**src/rtl/bcd_down_timer_pkg.sv**
```systemverilog
// Shared definitions for the BCD countdown timer: FSM states and BCD digit limits.
package bcd_down_timer_pkg;

    localparam int unsigned DIGIT_W = 4;
    localparam logic [DIGIT_W-1:0] BCD_MAX = 4'd9;

    typedef enum logic [1:0] {
        S_IDLE = 2'd0,
        S_RUN  = 2'd1,
        S_DONE = 2'd2
    } state_t;

    function automatic logic digit_ok(input logic [DIGIT_W-1:0] d);
        return d <= BCD_MAX;
    endfunction

endpackage

```
**src/rtl/bcd_down_timer_digit.sv**
```systemverilog
// One BCD digit of the countdown chain: loadable register, decrements on borrow-in,
// borrow-out asserted combinationally when a borrow passes through a zero digit.
module bcd_down_digit
    import bcd_down_timer_pkg::*;
(
    input  logic               CLK,
    input  logic               RST,
    input  logic               LOAD,
    input  logic [DIGIT_W-1:0] DIN,
    input  logic               BIN,
    output logic [DIGIT_W-1:0] DOUT,
    output logic               BOUT
);

    always_ff @(posedge CLK) begin
        if (RST) begin
            DOUT <= '0;
        end else if (LOAD) begin
            DOUT <= DIN;
        end else if (BIN) begin
            DOUT <= (DOUT == '0) ? BCD_MAX : DOUT - 4'd1;
        end
    end

    assign BOUT = BIN && (DOUT == '0);

endmodule

```
**src/rtl/bcd_down_timer.sv**
```systemverilog
// Multi-digit BCD countdown timer: one-shot (stops at zero, DONE) or free-running
// (wraps 0..0 -> 9..9 with a one-cycle BOUT pulse).
module bcd_down_timer
    import bcd_down_timer_pkg::*;
#(
    parameter int unsigned DIGITS = 2,
    parameter bit          WRAP   = 1'b0
) (
    input  logic                    CLK,
    input  logic                    RST,
    input  logic                    LOAD,
    input  logic [4*DIGITS-1:0]     DIN,
    input  logic                    START,
    input  logic                    EN,
    output logic [4*DIGITS-1:0]     DOUT,
    output logic                    BOUT,
    output logic                    DONE,
    output logic                    BUSY,
    output logic                    ERR
);

    localparam int unsigned W = DIGIT_W * DIGITS;

    state_t state, state_n;
    logic   din_ok;
    logic   dout_zero;
    logic   dout_one;
    logic   dec;
    logic [DIGITS:0] borrow;

    always_comb begin
        din_ok = 1'b1;
        for (int unsigned i = 0; i < DIGITS; i++) begin
            if (!digit_ok(DIN[i*DIGIT_W +: DIGIT_W])) begin
                din_ok = 1'b0;
            end
        end
    end

    assign dout_zero = (DOUT == '0);
    assign dout_one  = (DOUT == W'(1));

    // LOAD outranks counting; one-shot mode never decrements past zero.
    assign dec = (state == S_RUN) && EN && !LOAD && !(dout_zero && !WRAP);

    assign borrow[0] = dec;

    genvar g;
    generate
        for (g = 0; g < DIGITS; g++) begin : g_digit
            bcd_down_digit u_digit (
                .CLK  (CLK),
                .RST  (RST),
                .LOAD (LOAD && din_ok),
                .DIN  (DIN[g*DIGIT_W +: DIGIT_W]),
                .BIN  (borrow[g]),
                .DOUT (DOUT[g*DIGIT_W +: DIGIT_W]),
                .BOUT (borrow[g+1])
            );
        end
    endgenerate

    always_comb begin
        state_n = state;
        if (LOAD) begin
            state_n = S_IDLE;
        end else begin
            case (state)
                S_IDLE: begin
                    if (START) begin
                        state_n = (dout_zero && !WRAP) ? S_DONE : S_RUN;
                    end
                end
                S_RUN: begin
                    if (EN && dout_one && !WRAP) begin
                        state_n = S_DONE;
                    end
                end
                S_DONE:  state_n = S_DONE;
                default: state_n = S_IDLE;
            endcase
        end
    end

    // A borrow out of the top digit is exactly the all-zeros wrap event.
    always_ff @(posedge CLK) begin
        if (RST) begin
            state <= S_IDLE;
            BOUT  <= 1'b0;
            ERR   <= 1'b0;
        end else begin
            state <= state_n;
            BOUT  <= WRAP && borrow[DIGITS];
            if (LOAD) begin
                ERR <= !din_ok;
            end
        end
    end

    assign BUSY = (state == S_RUN);
    assign DONE = (state == S_DONE);

endmodule

```
**config.mk**
```make
export PLATFORM = sky130hd
export DESIGN_NAME = bcd_down_timer
export DESIGN_NICKNAME = d
export VERILOG_FILES = /design/src/rtl/bcd_down_timer_pkg.sv /design/src/rtl/bcd_down_timer_digit.sv /design/src/rtl/bcd_down_timer.sv
export SDC_FILE = /design/constraint.sdc
export NUM_CORES = 1
export LEC_CHECK = 0
export CORE_ASPECT_RATIO = 0.9
export CORE_MARGIN = 1.5
export CORE_UTILIZATION = 39
export CTS_CLUSTER_DIAMETER = 150
export DETAILED_ROUTE_END_ITERATION = 16
export GPL_TIMING_DRIVEN = 0
export PLACE_DENSITY = 0.73
export SLEW_MARGIN = 20
export SYNTH_ARGS = -nofsm -noshare
export SYNTH_HDL_FRONTEND = slang
export SYNTH_SLANG_ARGS = --single-unit
```
**constraint.sdc**
```tcl
create_clock -name CLK -period 1.8 [get_ports CLK]
set_clock_uncertainty 0.2 [all_clocks]
set_input_delay 0.36 -clock CLK [delete_from_list [all_inputs] [get_ports CLK]]
set_output_delay 0.36 -clock CLK [all_outputs]
set_load 0.05 [all_outputs]
```
Yosys cells after proc, flatten, opt, wreduce, memory -nomap -nowiden
Index checks and enable logic that the tools add are counted.

Bits in registers: 11. Bits of input ports: 13. Word-level logic and storage cells: 42.

Multiplexer cells: 12. Reductions and logical operators: 17. Magnitude comparators: 2. $add $sub $neg: 2. Equality and inequality tests: 5.

Operators by type and width (count): $mux W4 (6); $eq A8 B1 Y1 const B (1); $le A4 B4 Y1 const B (2); $logic_not A4 Y1 (2); $logic_not A8 Y1 (1); $sub A4 B1 Y4 const B (2); $logic_and A1 B1 Y1 (6); $mux W2 (3); $pmux W2 S3 (1); $reduce_bool A2 Y1 (2); $logic_not A1 Y1 (3); $eq A2 B1 Y1 const B (1); $eq A2 B2 Y1 const B (1); $logic_not A2 Y1 (1); $mux W1 (2); $ne A2 B1 Y1 const B (1); $ne A2 B2 Y1 const B (1); $reduce_and A2 Y1 (1); $reduce_or A2 Y1 (1).

Longest topological paths before layout
Word-level depth: 7. Mapped depth: 6. Depth with buffers taken out: 6.

By module
A second synthesis with hierarchy kept.

Cell total of the unflattened synthesis: 80. Area total of the unflattened synthesis: 701.9 um^2.

By module, submodules not included: bcd_down_digit (area each 221.5 um^2, cells each 24, sequential area each 80.1 um^2, instances 2); bcd_down_timer (area each 259.0 um^2, cells each 32, sequential area each 60.1 um^2, instances 1).

Worst setup path before layout
OpenSTA, ideal clock, no wires.

Path type: reg-to-reg. Start point: register state[1]. End point: register g_digit[1].u_digit.DOUT[2]. Setup slack: -0.352 ns. Arrival time: 1.861 ns. Clock period less this slack: 2.152 ns. Cell stages (with the launch flop): 7. Cells stage by stage: dfxtp_1 -> inv_1 -> ha_1 -> and3b_1 -> nand3_1 -> or3_1 -> a311oi_1.

Cells in the longest elaborated chain, start to end: 6.

RTL lines: start, declared (line bcd_down_timer.sv:24) `state_t state, state_n;`; start signal, assigned (line bcd_down_timer.sv:92) `state <= state_n;`; $eq A2 B1 Y1; net BUSY (line bcd_down_timer.sv:18) `output logic BUSY,`; $logic_and A1 B1 Y1 (3 in series) (line bcd_down_timer.sv:44) `assign dec = (state == S_RUN) && EN && !LOAD && !(dout_zero && !WRAP);`; $logic_and A1 B1 Y1 (line bcd_down_timer_digit.sv:25) `assign BOUT = BIN && (DOUT == '0);`; $reduce_bool A2 Y1 (no source line); end signal, assigned (line bcd_down_timer_digit.sv:21) `DOUT <= (DOUT == '0) ? BCD_MAX : DOUT - 4'd1;`; end, declared (line bcd_down_timer_digit.sv:11) `output logic [DIGIT_W-1:0] DOUT,`.

The timed path passes the listed nets, and every way through them passes these cells. A chain may end at the register's enable or synchronous reset.

Worst setup path after layout
Start point: input port DIN[2]. End point: register g_digit[1].u_digit.DOUT[3].

Cells in the longest elaborated chain, start to end: 5. Elaborated cells between the ends (all ways): 6. Those cells by class: order compare (1); mux (3); reduce/logical (2).

RTL lines: start, declared (line bcd_down_timer.sv:12) `input logic [4*DIGITS-1:0] DIN,`; $le A4 B4 Y1 (*) (line bcd_down_timer_pkg.sv:14) `return d <= BCD_MAX;`; $mux W1 (*) (2 in series) (line bcd_down_timer.sv:34) `if (!digit_ok(DIN[i*DIGIT_W +: DIGIT_W])) begin`; $logic_and A1 B1 Y1 (*) (line bcd_down_timer.sv:54) `.LOAD (LOAD && din_ok),`; $mux W4 / $reduce_bool A2 Y1 (equally long branches).

Mark *: on every way between the ends. The rest lies on a longest branch, timed or not.

==> results by group <==
Worst setup path
  • Worst path slowest cell: clkdlybuf4s50_1
  • Setup CP Type: input pin to flip-flop
  • Cell family with most CP delay: buffers and inverters
  • CP max FO: 10
  • Slowest stage delay, CP: 430 ps
  • WP data required: 1750 ps
  • CP endpoint kind: flip-flop
  • CP arrival: approximately 1700 ps
  • Chain of cells forming the critical path: clkdlybuf4s50_1 -> o21ai_0 -> nand3_2 -> clkbuf_2 -> o211ai_1 -> a21oi_1
  • CP Buf/Inv Count: 2
  • CP Launch Type: input pin

Route
  • Via density: 5.66
  • Drt pass-1 iters: 4
  • Via Count: 837
  • Routed length per placed instance: 14.0 µm
  • WL final: 2070 µm
  • Iteration-0 DRC Markers: 9
  • DRT antenna net count: 0
  • DRC: 0

Clock tree
  • CTS root buffer: clkbuf_4
  • CTS Buf Count: 3
  • CTS hold repair buffers: 0
  • CTS tree: yes
  • H-tree depth: 1
  • Clk buf depth: 2
  • Clock sink count: 11
  • Clock Latency Late Sink: between 200 and 300 ps
  • Reg clk slew, reported paths: 80 ps

STA
  • Final min period: 1780 ps
  • Max-slew headroom: 65.8%
  • Final worst-path cycle share: 99.0%
  • Final worst hold slack: 298 ps
  • Fin. Hold Viols: 0
  • Final WS setup: 17.9 ps
  • Unrepaired setup endpoints after global routing: true
  • Slew @ Worst Pin: 513 ps
  • # setup viols final: 0
  • FMAX: 561 MHz
  • Final slew viol count: 0

Final layout
  • Final #Nets: 142
  • Non-Filler Instances: 148
  • Area of the multi-input gates: 532 µm²
  • Number of antenna cells inserted: 0
  • Layout Area Growth over Synthesis: 51.5%
  • Share of cells above drive strength 1: 28.2%
  • Sequential Area: 228 µm²
  • Fill cells: 169

Die
  • Die width: between 40 and 50 µm
  • # IOs: 25
  • Die Area: approximately 2100 µm²
  • Die height: ~44 µm
  • Cell row count: 14
  • Core area: roughly 1700 µm²
  • Starting density of the core: 42.5%

Yosys
  • Top cells by area, synth: dfxtp_1, nor2_1, ha_1, a311oi_1, nand4b_1
  • Synthesized cell area: about 730 µm²
  • Unique masters post-synth: 35
  • Gate Count Post-Synth: 93
  • Area share of the largest cell type after synthesis: a little under a third
  • Yosys warns: 0
  • Synthesis-stage register bit count: 11
  • Synthesized area per cell: 7.84 µm²
  • Top-count cell post-synth: nor2_1
  • Main synth FF type: dfxtp_1
  • Seq/Total Area, Yosys: 30.2%
  • Syn Nets: 110
  • Post-synthesis async set-or-reset flop share: 0%
  • EDFF count, synth: 0
  • Synth cell count leaders: nor2_1, dfxtp_1, inv_1, nand2_1
  • Largest area contributor in the netlist: dfxtp_1

Hold path
  • Min-Delay Path Class: flip-flop to flip-flop

Placed design
  • Placed insts: 140
  • Routability congestion estimate from global placement: 0.745
  • Post-DP HPWL: roughly 1400 µm
  • PortBufs: 23
  • Worst slack, placed: -446 ps

Global route
  • Pin count of the biggest net entering global routing: 11
  • Most crowded layer after global routing: met2
  • GR Layer Usage met1: 22.0%
  • Met3 GRT Util: 4.05%
  • Grt met2 use: 35.6%
  • Vias in the first global route: 730
  • First-pass GRT wire length: 3150 µm
  • Gr usage total: 19.5%
  • Grt total ovfl: 0
  • Initial antenna violation count: 0

Power and ir drop
  • Worst VDD drop: 442 µV
  • Pwr Total: ~0.00076 W
  • Static leakage: approximately 0.46 nW
  • PD cells: slightly below 700 nW/µm²

Flow run
  • Max-cap viol count: 0

Run status
  • Outcome: completed
## report_power, final
| group | internal [W] | switching [W] |
|---|---|---|
| Combinational | 0.000116 | 0.000176 |
| Sequential | 0.000263 | 0.0000273 |
| Clock | 0.0000858 | 0.0000894 |
## per-layer routing
layer	vias up	part of all wire, %
met1	392	45
met5	-	0
met4	0	0.87
met2	31	49
li1	412	-
met3	2	5.9
## placed cells by master, fill, tap and decap left out, drive strengths merged, types with 2 or more instances in the layout
cell type,n
a211oi,3
a21oi,3
a311oi,3
a31oi,3
buf,7
clkbuf,9
clkdlybuf4s15,4
clkdlybuf4s50,10
dfxtp,11
dlygate4sd2,4
ha,4
inv,5
mux2i,2
nand2,5
nand3,3
nand3b,2
nand4b,3
nor2,14
nor2b,2
nor3,2
o21ai,4
o31ai,3
or3,3
## logic make-up after synthesis
| family | synth area share, % |
|---|---|
| compound gates | 24.5 |
| other cells | 0.514 |
| flops | 30.2 |
| buf+inv | 5.32 |
| mux | 2.74 |
| fa+ha+maj | 6.86 |
| simple gates | 28.6 |
| xor+xnor | 1.20 |
## worst paths after layout
path	start	cells after the start	slack [ps]	end
worst min-delay path	ERR	2	300	ERR
worst max-delay path	DIN[2]	6	20	g_digit[1].u_digit.DOUT[3]
worst max register to register	state[1]	6	30	g_digit[1].u_digit.DOUT[2]
worst min register to register	ERR	2	300	ERR
## tightest hold or removal path, delay by kind of cell (launching register included)
| family | cells | cell delay, ps |
|---|---|---|
| flip-flops | 1 | 310 |
| AND/OR/NAND/NOR | 2 | 150 |
## final cells by class
cell class,count,share of cell area (%)
multi-input combinational,73,48.1
buffer,4,2.49
tap,24,2.72
sequential,11,20.6
clock buffer,4,2.38
inverter,5,1.70
timing repair buffer,27,22.0
## what timing repair did
action	in CTS	in global routing
gates resized for setup	28	23
gates cloned	0	0
hold endpoints to repair	0	0
endpoints found under the setup margin	18	16
setup buffers	1	3
pin swaps	0	3
## flip-flops by register name (all words and copies together) (netlist names)
register	count
ERR	1
g_digit.u_digit.DOUT	8
state	2
## through the flow
stage	utilization, %	cell area [µm²]	setup TNS (ps)
after CTS	60.2	1030	-16.8
after global routing	64.4	1100	-208
after global placement	58.6	1010	-3560
after detailed placement	58.6	1010	-3720
final	64.4	1100	0
after floorplan	-	746	-132
No activity file was read; power rests on OpenSTA's default activity.
